==> src/rtl/dac7611_serial_rx_if.sv <==
// Three-wire DAC7611 load bus (CS/CLK/SDI plus LD and CLR strobes), all active-low except CLK/SDI.
// The driver side owns every line; the receiver only observes them.
interface dac7611_serial_rx_if;
  logic CS_2;
  logic CLK_3;
  logic SDI_4;
  logic LD_5;
  logic CLR_6;

  modport master (output CS_2, CLK_3, SDI_4, LD_5, CLR_6);
  modport slave  (input  CS_2, CLK_3, SDI_4, LD_5, CLR_6);
endinterface

==> src/rtl/dac7611_serial_rx.sv <==
// Oversampling receiver for the DAC7611 serial load interface: synchronises the bus, deserialises
// DATA_W-bit frames, latches them on LD and flags framing errors and overruns.
module dac7611_serial_rx #(
  parameter int DATA_W      = 12,
  parameter int SYNC_STAGES = 2
) (
  input  logic                clk_50M,
  input  logic                locked,
  dac7611_serial_rx_if.slave  bus,
  output logic [DATA_W-1:0]   dac_code,
  output logic                code_valid,
  output logic [4:0]          bit_count,
  output logic                frame_err,
  output logic                overrun,
  output logic                state_dbg
);

  // There is no valid/ready handshake: code_valid is a one-cycle pulse aligned with a new dac_code.
  typedef enum logic {IDLE, SHIFT} state_t;

  // Line order {CS, CLK, SDI, LD, CLR}; reset values match the idle bus.
  localparam logic [4:0] LINE_RST = 5'b10011;
  localparam logic [4:0] FULL     = 5'(DATA_W);

  logic [4:0]                    raw;
  logic [SYNC_STAGES-1:0][4:0]   sync_q, sync_d;
  logic [4:0]                    line_s;
  logic [2:0]                    prev_q, prev_d;
  logic [SYNC_STAGES:0]          fill_q, fill_d;
  state_t                        state_q, state_d;
  logic [DATA_W-1:0]             shift_q, shift_d;
  logic [DATA_W-1:0]             code_q, code_d;
  logic                          valid_q, valid_d;
  logic [4:0]                    count_q, count_d;
  logic                          ferr_q, ferr_d;
  logic                          ovr_q, ovr_d;

  logic cs_s, clk_s, sdi_s, ld_s, clr_s;
  logic armed, cs_fall, cs_rise, clk_rise, ld_fall;
  logic [4:0] cnt;

  assign raw    = {bus.CS_2, bus.CLK_3, bus.SDI_4, bus.LD_5, bus.CLR_6};
  assign sync_d = {sync_q[SYNC_STAGES-2:0], raw};
  assign line_s = sync_q[SYNC_STAGES-1];
  assign {cs_s, clk_s, sdi_s, ld_s, clr_s} = line_s;
  assign prev_d = {cs_s, clk_s, ld_s};
  assign fill_d = {fill_q[SYNC_STAGES-1:0], 1'b1};

  // Edges are trusted only once the pipeline holds real samples, so a CS or LD already low at
  // reset release never looks like a falling edge.
  assign armed    = &fill_q;
  assign cs_fall  = armed &  prev_q[2] & ~cs_s;
  assign cs_rise  = armed & ~prev_q[2] &  cs_s;
  assign clk_rise = armed & ~prev_q[1] &  clk_s;
  assign ld_fall  = armed &  prev_q[0] & ~ld_s;

  always_comb begin
    state_d = state_q;
    shift_d = shift_q;
    code_d  = code_q;
    valid_d = 1'b0;
    count_d = count_q;
    ferr_d  = 1'b0;
    ovr_d   = ovr_q;
    cnt     = count_q;

    case (state_q)
      IDLE: begin
        if (cs_fall) begin
          state_d = SHIFT;
          cnt     = '0;
          count_d = '0;
        end
      end
      SHIFT: begin
        if (cs_rise) begin
          state_d = IDLE;
          if (count_q != FULL) ferr_d = 1'b1;
        end
      end
      default: state_d = IDLE;
    endcase

    // A CLK edge in the same cycle as the CS fall counts against the freshly cleared counter.
    if ((state_q == SHIFT || cs_fall) && clk_rise && !cs_s) begin
      shift_d = {shift_q[DATA_W-2:0], sdi_s};
      count_d = (cnt == 5'd31) ? cnt : cnt + 5'd1;
      if (cnt >= FULL) ovr_d = 1'b1;
    end

    if (ld_fall) begin
      if (!cs_s)      ferr_d = 1'b1;
      else if (clr_s) begin
        code_d  = shift_q;
        valid_d = 1'b1;
      end
    end

    if (!clr_s) begin
      code_d  = '0;
      valid_d = 1'b0;
      ovr_d   = 1'b0;
    end
  end

  always_ff @(posedge clk_50M or negedge locked) begin
    if (!locked) begin
      sync_q  <= {SYNC_STAGES{LINE_RST}};
      prev_q  <= 3'b101;
      fill_q  <= '0;
      state_q <= IDLE;
      shift_q <= '0;
      code_q  <= '0;
      valid_q <= 1'b0;
      count_q <= '0;
      ferr_q  <= 1'b0;
      ovr_q   <= 1'b0;
    end else begin
      sync_q  <= sync_d;
      prev_q  <= prev_d;
      fill_q  <= fill_d;
      state_q <= state_d;
      shift_q <= shift_d;
      code_q  <= code_d;
      valid_q <= valid_d;
      count_q <= count_d;
      ferr_q  <= ferr_d;
      ovr_q   <= ovr_d;
    end
  end

  assign dac_code   = code_q;
  assign code_valid = valid_q;
  assign bit_count  = count_q;
  assign frame_err  = ferr_q;
  assign overrun    = ovr_q;
  assign state_dbg  = (state_q == SHIFT);

endmodule

==> src/flat_wrapper.sv <==
// flat-port wrapper written by rule: the top's interface ports become plain ports
module dac7611_serial_rx_flat 
#(
  parameter int DATA_W      = 12,
  parameter int SYNC_STAGES = 2
)
  (clk_50M, locked, dac_code, code_valid, bit_count, frame_err, overrun, state_dbg, bus_CS_2, bus_CLK_3, bus_SDI_4, bus_LD_5, bus_CLR_6);
  dac7611_serial_rx_if bus_i ();
  input  logic clk_50M;
  input  logic locked;
  output logic [DATA_W-1:0] dac_code;
  output logic code_valid;
  output logic [4:0] bit_count;
  output logic frame_err;
  output logic overrun;
  output logic state_dbg;
  input wire logic [$bits(bus_i.CS_2)-1:0] bus_CS_2;
  input wire logic [$bits(bus_i.CLK_3)-1:0] bus_CLK_3;
  input wire logic [$bits(bus_i.SDI_4)-1:0] bus_SDI_4;
  input wire logic [$bits(bus_i.LD_5)-1:0] bus_LD_5;
  input wire logic [$bits(bus_i.CLR_6)-1:0] bus_CLR_6;
  assign bus_i.CS_2 = bus_CS_2;
  assign bus_i.CLK_3 = bus_CLK_3;
  assign bus_i.SDI_4 = bus_SDI_4;
  assign bus_i.LD_5 = bus_LD_5;
  assign bus_i.CLR_6 = bus_CLR_6;
  dac7611_serial_rx #(.DATA_W(DATA_W), .SYNC_STAGES(SYNC_STAGES)) u_core (.clk_50M(clk_50M), .locked(locked), .bus(bus_i), .dac_code(dac_code), .code_valid(code_valid), .bit_count(bit_count), .frame_err(frame_err), .overrun(overrun), .state_dbg(state_dbg));
endmodule
==> config.mk <==
export PLATFORM = sky130hd
export DESIGN_NAME = dac7611_serial_rx_flat
export DESIGN_NICKNAME = d
export VERILOG_FILES = /design/src/rtl/dac7611_serial_rx_if.sv /design/src/rtl/dac7611_serial_rx.sv /design/src/flat_wrapper.sv
export SDC_FILE = /design/constraint.sdc
export NUM_CORES = 1
export LEC_CHECK = 0
export BUFFER_PORTS_ARGS = -buffer_cell sky130_fd_sc_hd__buf_2
export CAP_MARGIN = 20
export CORE_ASPECT_RATIO = 1.75
export CORE_UTILIZATION = 50
export DETAILED_ROUTE_END_ITERATION = 16
export HOLD_SLACK_MARGIN = 0.08
export MAX_ROUTING_LAYER = met4
export PLACE_DENSITY = 0.74
export SLEW_MARGIN = 30
export SYNTH_ARGS = -nofsm -noshare
export SYNTH_HDL_FRONTEND = slang
export SYNTH_SLANG_ARGS = --single-unit
==> constraint.sdc <==
create_clock -name clk_50M -period 1.8 [get_ports clk_50M]
set_input_delay 0.18 -clock clk_50M [delete_from_list [all_inputs] [get_ports clk_50M]]
set_output_delay 0.18 -clock clk_50M [all_outputs]
set_load 0.02 [all_outputs]
==> results of run 1 <==
==> area by class of cell <==
| type | instances | area [sq um] | area share, % |
|---|---|---|---|
| clock buffer | 7 | 76.3 | 3.13 |
| sequential | 49 | 1240 | 50.7 |
| inverter | 3 | 11.3 | 0.461 |
| multi-input combinational | 98 | 748 | 30.7 |
| tap | 48 | 60.1 | 2.46 |
| clock inverter | 1 | 7.51 | 0.308 |
| timing repair buffer | 47 | 300 | 12.3 |
==> state kept, by name (all words and copies together) (netlist names) <==
| signal | cells |
|---|---|
| u_core.shift_q | 12 |
| u_core.frame_err | 1 |
| u_core.state_dbg | 1 |
| u_core.prev_q | 3 |
| u_core.sync_d | 5 |
| u_core.dac_code | 12 |
| u_core.bit_count | 5 |
| u_core.fill_q | 3 |
| u_core.line_s | 5 |
| u_core.overrun | 1 |
| u_core.code_valid | 1 |
==> timing repair <==
item / CTS / global route
gates resized for setup: 2 / 3
endpoints found under the hold margin: 28 / 0
setup endpoints to repair: 2 / 3
setup buffers: 0 / 3
pin swaps: 1 / 3
hold buffers: 6 / 0
==> worst register-to-register path: stages, from the launching register on <==
cell	delay [ps]
dfstp_2	540
nand4b_1	190
nor2_1	100
nor2_1	120
ha_2	220
nand4_1	150
o2111ai_2	310
a221oi_2	100
==> layer usage <==
metal  track usage (%)  vias to the layer above  routed length (um)
li1                  -                      671                   -
met1              26.1                      738                1680
met2              37.3                       55                2310
met3              4.43                       17                 169
met4              11.7                        0                 149
met5                 -                        -                   0
==> how the worst max path moves through the flow <==
stage | to | slack [ps]
2_1_floorplan | u_core.bit_count[1] | 3
3_3_place_gp | u_core.bit_count[1] | 80
3_5_place_dp | u_core.bit_count[0] | -7
4_1_cts | u_core.bit_count[1] | 20
5_1_grt | u_core.bit_count[1] | -140
6_report | u_core.bit_count[1] | -50
==> power by group through the flow <==
stage	Combinational, uW	Clock [uW]	Sequential [uW]
2_1_floorplan	80.2	0	1200
3_3_place_gp	153	0	1190
3_5_place_dp	159	0	1190
4_1_cts	170	636	1170
5_1_grt	193	675	1180
6_report	177	622	1170
==> per-stage QoR <==
| stage | worst slack [ps] | hold slack, ps |
|---|---|---|
| after global routing | -143 | 363 |
| after global placement | 83.6 | 254 |
| after floorplan | 3.35 | -116 |
| after CTS | 15.8 | 361 |
| after detailed placement | -6.60 | 273 |
| final | -50.8 | 358 |
==> synth_stat cells, drive strengths merged (3+ instances only) <==
master  instances  share of area (%)
dfrtp          41                 51
inv             3               0.56
and3            4                1.5
nor2            3               0.56
a21oi           4               0.99
clkbuf          4               0.74
mux2           12                8.2
dfstp           8                 10
nand4           3               0.93
buf             3                1.5
nand3          14                3.5
o21ai          17                4.2
a21boi         12                4.5
==> cells by family after synthesis <==
group	synth area share (%)
multiplexers	8.67
adder cells (fa/ha/maj)	0.619
buffers and inverters	2.79
AO/OA/AOI/OAI	14.1
flip-flops	61.2
AND/OR/NAND/NOR	12.4
other	0.186
==> results.ini, run 1 <==
[pwr]
power_frac_clock_pct = 31.6
seqPwrFrac_pct = 59.5
switching_power_uw = 477
p_comb_share_pct = 9.0
p_int_uw = 1490
p_leak_uw = 0.00114
cellPowerDensity_mw_per_mm2 = 807
peakVddDrop_uv = 704
finalPower_uw = 1970
switching_share_pct = 24.2

[min_path]
hp-class = reg2reg
holdPathEnd = u_core.line_s[3]
min-delay-start = u_core.sync_d[8]
hold_depth = 0

[critical_path]
cpMaxStageDelayCell = dfstp_2
crit_path_max_fanout = 4
r2r_end = u_core.bit_count[1]
reg2reg_depth = 7
path_delay_family = simple AND/OR/NAND/NOR gates
endpoint_kind = flip-flop
r2r-start = u_core.line_s[4]
crit_type = reg2reg
path_buf_inv = 0
r2r_slack_ps = -50
crit_chain = nand4b_1 -> nor2_1 -> nor2_1 -> ha_2 -> nand4_1 -> o2111ai_2 -> a221oi_2
max_stage_delay_ps = 540
required_ps = 1970
crit_top_cell = nor2_1
crit_path_start_kind = flip-flop
path_depth = 7
crit_path_start = u_core.line_s[4]
worstPathArrival_ps = 2020

[routing]
drt_pass1_iterations = 4
drtIter0Drc = 61
via_per_inst = 5.85
vias = 1481
wl_per_cell_um = 17.0
wirelength_um = 4300
drc = 0
drtAntennaViolNets = 0

[clocking]
cts_sinks = 49
clkTransAtPathRegs_ps = 90
clk-insertion-delay-late_ps = 300
cts_root_buf = clkbuf_8
cts_buffers = 5
htreeDepth = 2
clock_path_buffers = 2
cts_tree = built

[finish]
final_common_cell = dfrtp_1
instances_no_fill = 253
antenna_cells = 0
final_cell_mix = 40 x dfrtp_1, 27 x buf_2, 16 x o21ai_0
area_growth_pct = 20.9
nNetsFinal = 212
drive_gt1_share_pct = 38.5
fin_area_sq_mm = 0.00244
fill_cells = 318
postLayoutCoreUtil_pct = 63.1

[grt]
grt_use_total_pct = 22.9
grt_pass1_vias = 1482
grt_max_degree = 34
grt_pass1_wl_um = 7170
grt-ovfl-total = 0
antenna_found_initial = 0

[logic_synthesis]
ys.flop_type = dfrtp_1
ys_seq_area_share_pct = 61.2
syn_area_per_cell_sq_um = 12.9
synth_fp_nets = 165
yosysWarningCount = 0
synth_edf_count = 0
synthArstFlopShare_pct = 100
synth_cells = 157
syn_area_sq_mm = 0.00202
synth_cell_types = 43
synth_seq_cells = 49

[die]
core_area_sq_mm = 0.00387
rows = 30
initial_core_util_pct = 52.2
die_width_um = 50.0
die-area_sq_mm = 0.00431
io_pins = 28
dieHeight_um = 86.1

[timing]
setup_ws_ps = -50.8
slew_headroom_pct = 53.7
finalSetupTns_ps = -109
fmax_ghz = 0.540
rsz0062_at_grt = yes
setup_viol = 3
worst_slew_pin_slew_ps = 695
fin_crit_sh_pct = 103
min_period_ps = 1850
finalClockSkew_ps = 5.37
drv_slew = 0
hold_viol_final = 0

[placement]
dp.cells = 236
io_buffers = 27
place_congestion = 0.925
placed_cell_area_sq_mm = 0.00225
dp_hpwl_um = 2860

[run_status]
status = finished with violations
violations = setup timing

[run]
maxCapViolCount = 0

Note: power is estimated with default switching activity, not from simulation.
==> run 2, diff against run 1 <==
Settings changed: ABC_CLOCK_PERIOD_IN_PS set to 1800, PLACE_DENSITY 0.74 to 0.81.
==> results.ini, run 2 (synthesis gave the netlist of run 1 again) <==
[critical_path]
cpMaxStageDelayCell = dfstp_2  ; unchanged
crit_type = reg2reg  ; unchanged
worstPathArrival_ps = 2060  ; was 2020 ps
r2r_slack_ps = -40  ; was -50 ps
crit_chain = nand4b_1 -> o21ai_2 -> inv_1 -> ha_2 -> nand4_1 -> o2111ai_2 -> a221oi_2  ; was nand4b_1 -> nor2_1 -> nor2_1 -> ha_2 -> nand4_1 -> o2111ai_2 -> a221oi_2
r2r-start = u_core.line_s[4]  ; unchanged
crit_path_start = u_core.line_s[4]  ; unchanged
crit_path_end = u_core.bit_count[1]  ; unchanged
required_ps = 2020  ; was 1970 ps
r2r_end = u_core.bit_count[1]  ; unchanged
max_stage_delay_ps = 380  ; was 540 ps
crit_path_start_kind = flip-flop  ; unchanged
endpoint_kind = flip-flop  ; unchanged
reg2reg_depth = 7  ; unchanged
crit_path_max_fanout = 4  ; unchanged

[clocking]
clk-insertion-delay-late_ps = 310  ; was 300 ps
clkTransAtPathRegs_ps = 80  ; was 90 ps
cts_tree = built  ; unchanged
clock_path_buffers = 2  ; unchanged
cts_root_buf = clkbuf_8  ; unchanged
cts_buffers = 5  ; unchanged
cts_sinks = 49  ; unchanged
htreeDepth = 2  ; unchanged

[placement]
place_ws_ps = -166  ; was -6.60 ps
dp_hpwl_um = 2780  ; was 2860 um
io_buffers = 27  ; unchanged
place_congestion = 1.02  ; was 0.925
dp.cells = 235  ; was 236

[finish]
drive_gt1_share_pct = 42.2  ; was 38.5%
final_cell_mix = 40 x dfrtp_1, 27 x buf_2, 21 x buf_4  ; was 40 x dfrtp_1, 27 x buf_2, 16 x o21ai_0
antenna_cells = 0  ; unchanged
postLayoutCoreUtil_pct = 64.8  ; was 63.1%
nNetsFinal = 219  ; was 212
instances_no_fill = 259  ; was 253
final_common_cell = dfrtp_1  ; unchanged
area_growth_pct = 24.0  ; was 20.9%

[grt]
grt_max_degree = 31  ; was 34
grt-ovfl-total = 0  ; unchanged
antenna_found_initial = 0  ; unchanged
grt_use_total_pct = 23.7  ; was 22.9%
grt_pass1_vias = 1492  ; was 1482
grt_pass1_wl_um = 7310  ; was 7170 um

[pwr]
seqPwrFrac_pct = 59.1  ; was 59.5%
p_int_uw = 1490  ; about the same
peakVddDrop_uv = 636  ; was 704 uV
switching_power_uw = 492  ; was 477 uW
finalPower_uw = 1980  ; was 1970 uW
cellPowerDensity_mw_per_mm2 = 792  ; was 807 mW/mm^2
power_frac_clock_pct = 31.6  ; about the same
switching_share_pct = 24.8  ; was 24.2%
p_leak_uw = 0.00118  ; was 0.00114 uW
p_comb_share_pct = 9.3  ; was 9.0%

[die]
core_area_sq_mm = 0.00387  ; unchanged
initial_core_util_pct = 52.2  ; unchanged
die_width_um = 50.0  ; unchanged
dieHeight_um = 86.1  ; unchanged
die-area_sq_mm = 0.00431  ; unchanged
io_pins = 28  ; unchanged
rows = 30  ; unchanged

[routing]
via_per_inst = 5.81  ; was 5.85
drt_pass1_iterations = 4  ; unchanged
drc = 0  ; unchanged
vias = 1504  ; was 1481
drtIter0Drc = 56  ; was 61
drtAntennaViolNets = 0  ; unchanged
wl_per_cell_um = 17.0  ; about the same
wirelength_um = 4400  ; was 4300 um

[timing]
setup_ws_ps = -44.6  ; was -50.8 ps
min_period_ps = 1840  ; was 1850 ps
slew_headroom_pct = 58.2  ; was 53.7%
drv_slew = 0  ; unchanged
hold_viol_final = 0  ; unchanged
worst_slew_pin_slew_ps = 627  ; was 695 ps
fmax_ghz = 0.542  ; was 0.540 GHz
finalClockSkew_ps = 7.65  ; was 5.37 ps
rsz0062_at_grt = yes  ; unchanged
setup_viol = 4  ; was 3
fin_crit_sh_pct = 102  ; was 103%

[min_path]
hp-class = reg2reg  ; unchanged

[run]
maxCapViolCount = 0  ; unchanged

[run_status]
violations = setup timing  ; unchanged
status = finished with violations  ; unchanged

==> run 2: changes by cell type in the layout (fill, tap and decap cells not counted), sizes merged <==
cell,previous run,this run
buf,41,48
clkbuf,7,6
clkinv,0,1
clkinvlp,1,0
==> run 2: per-layer routing <==
metal / share of wire (%) / up-vias / global-route usage (%) / wire length [um]
met5: 0 / - / - / 0
met4: 4.3 / 0 / 15.1 / 191
met3: 4.1 / 19 / 5.14 / 179
met2: 52 / 57 / 36.0 / 2300
met1: 39 / 749 / 27.9 / 1730
li1: - / 679 / - / -
==> run 2: per-stage QoR <==
stage | setup TNS (ps) | hold slack, ps | instance area, sq um
3_3_place_gp | 0 | 227 | 2250
3_5_place_dp | -244 | 235 | 2250
4_1_cts | 0 | 356 | 2460
2_1_floorplan | 0 | -116 | 2020
6_report | -122 | 356 | 2500
5_1_grt | -655 | 361 | 2500
==> run 2: critical path: cells and delay by family, from the launching register on <==
kind / cells / cell delay [ps]
flip-flops: 1 / 380
adder cells (fa/ha/maj): 1 / 210
AO/OA/AOI/OAI: 3 / 670
buffers and inverters: 1 / 70
AND/OR/NAND/NOR: 2 / 430
==> run 2: power groups by stage <==
| stage | registers [uW] | logic [uW] | clock network (uW) |
|---|---|---|---|
| final | 1170 | 184 | 628 |
| after global routing | 1180 | 201 | 669 |
| after CTS | 1170 | 179 | 634 |
| after detailed placement | 1190 | 160 | 0 |
| after global placement | 1190 | 151 | 0 |
| after floorplan | 1200 | 80.2 | 0 |
==> run 2: layout make-up <==
type | instances | area, sq um
Multi-Input combinational cell | 98 | 762
Sequential cell | 49 | 1240
Inverter | 3 | 11.3
Clock buffer | 6 | 72.6
Timing Repair Buffer | 54 | 353
Fill cell | 292 | 1360
Clock inverter | 1 | 8.76
Tap cell | 48 | 60.1
==> run 2: worst min path at each step <==
| stage | start | endpoint | slack (ps) | depth (start not counted) |
|---|---|---|---|---|
| after floorplan | locked | u_core.bit_count[0] | -120 | 0 |
| after global placement | locked | u_core.bit_count[2] | 230 | 1 |
| after detailed placement | locked | u_core.bit_count[3] | 240 | 1 |
| after CTS | u_core.sync_d[8] | u_core.line_s[3] | 360 | 0 |
| after global routing | u_core.sync_d[5] | u_core.line_s[0] | 360 | 0 |
| final | u_core.sync_d[8] | u_core.line_s[3] | 360 | 0 |
==> run 2: timing repair <==
item	in CTS	in global routing
hold buffers	6	0
pin swaps	4	6
setup buffers	6	5
gates resized for setup	6	2
cloned	0	0
endpoints found under the hold margin	25	0
endpoints found under the setup margin	2	5
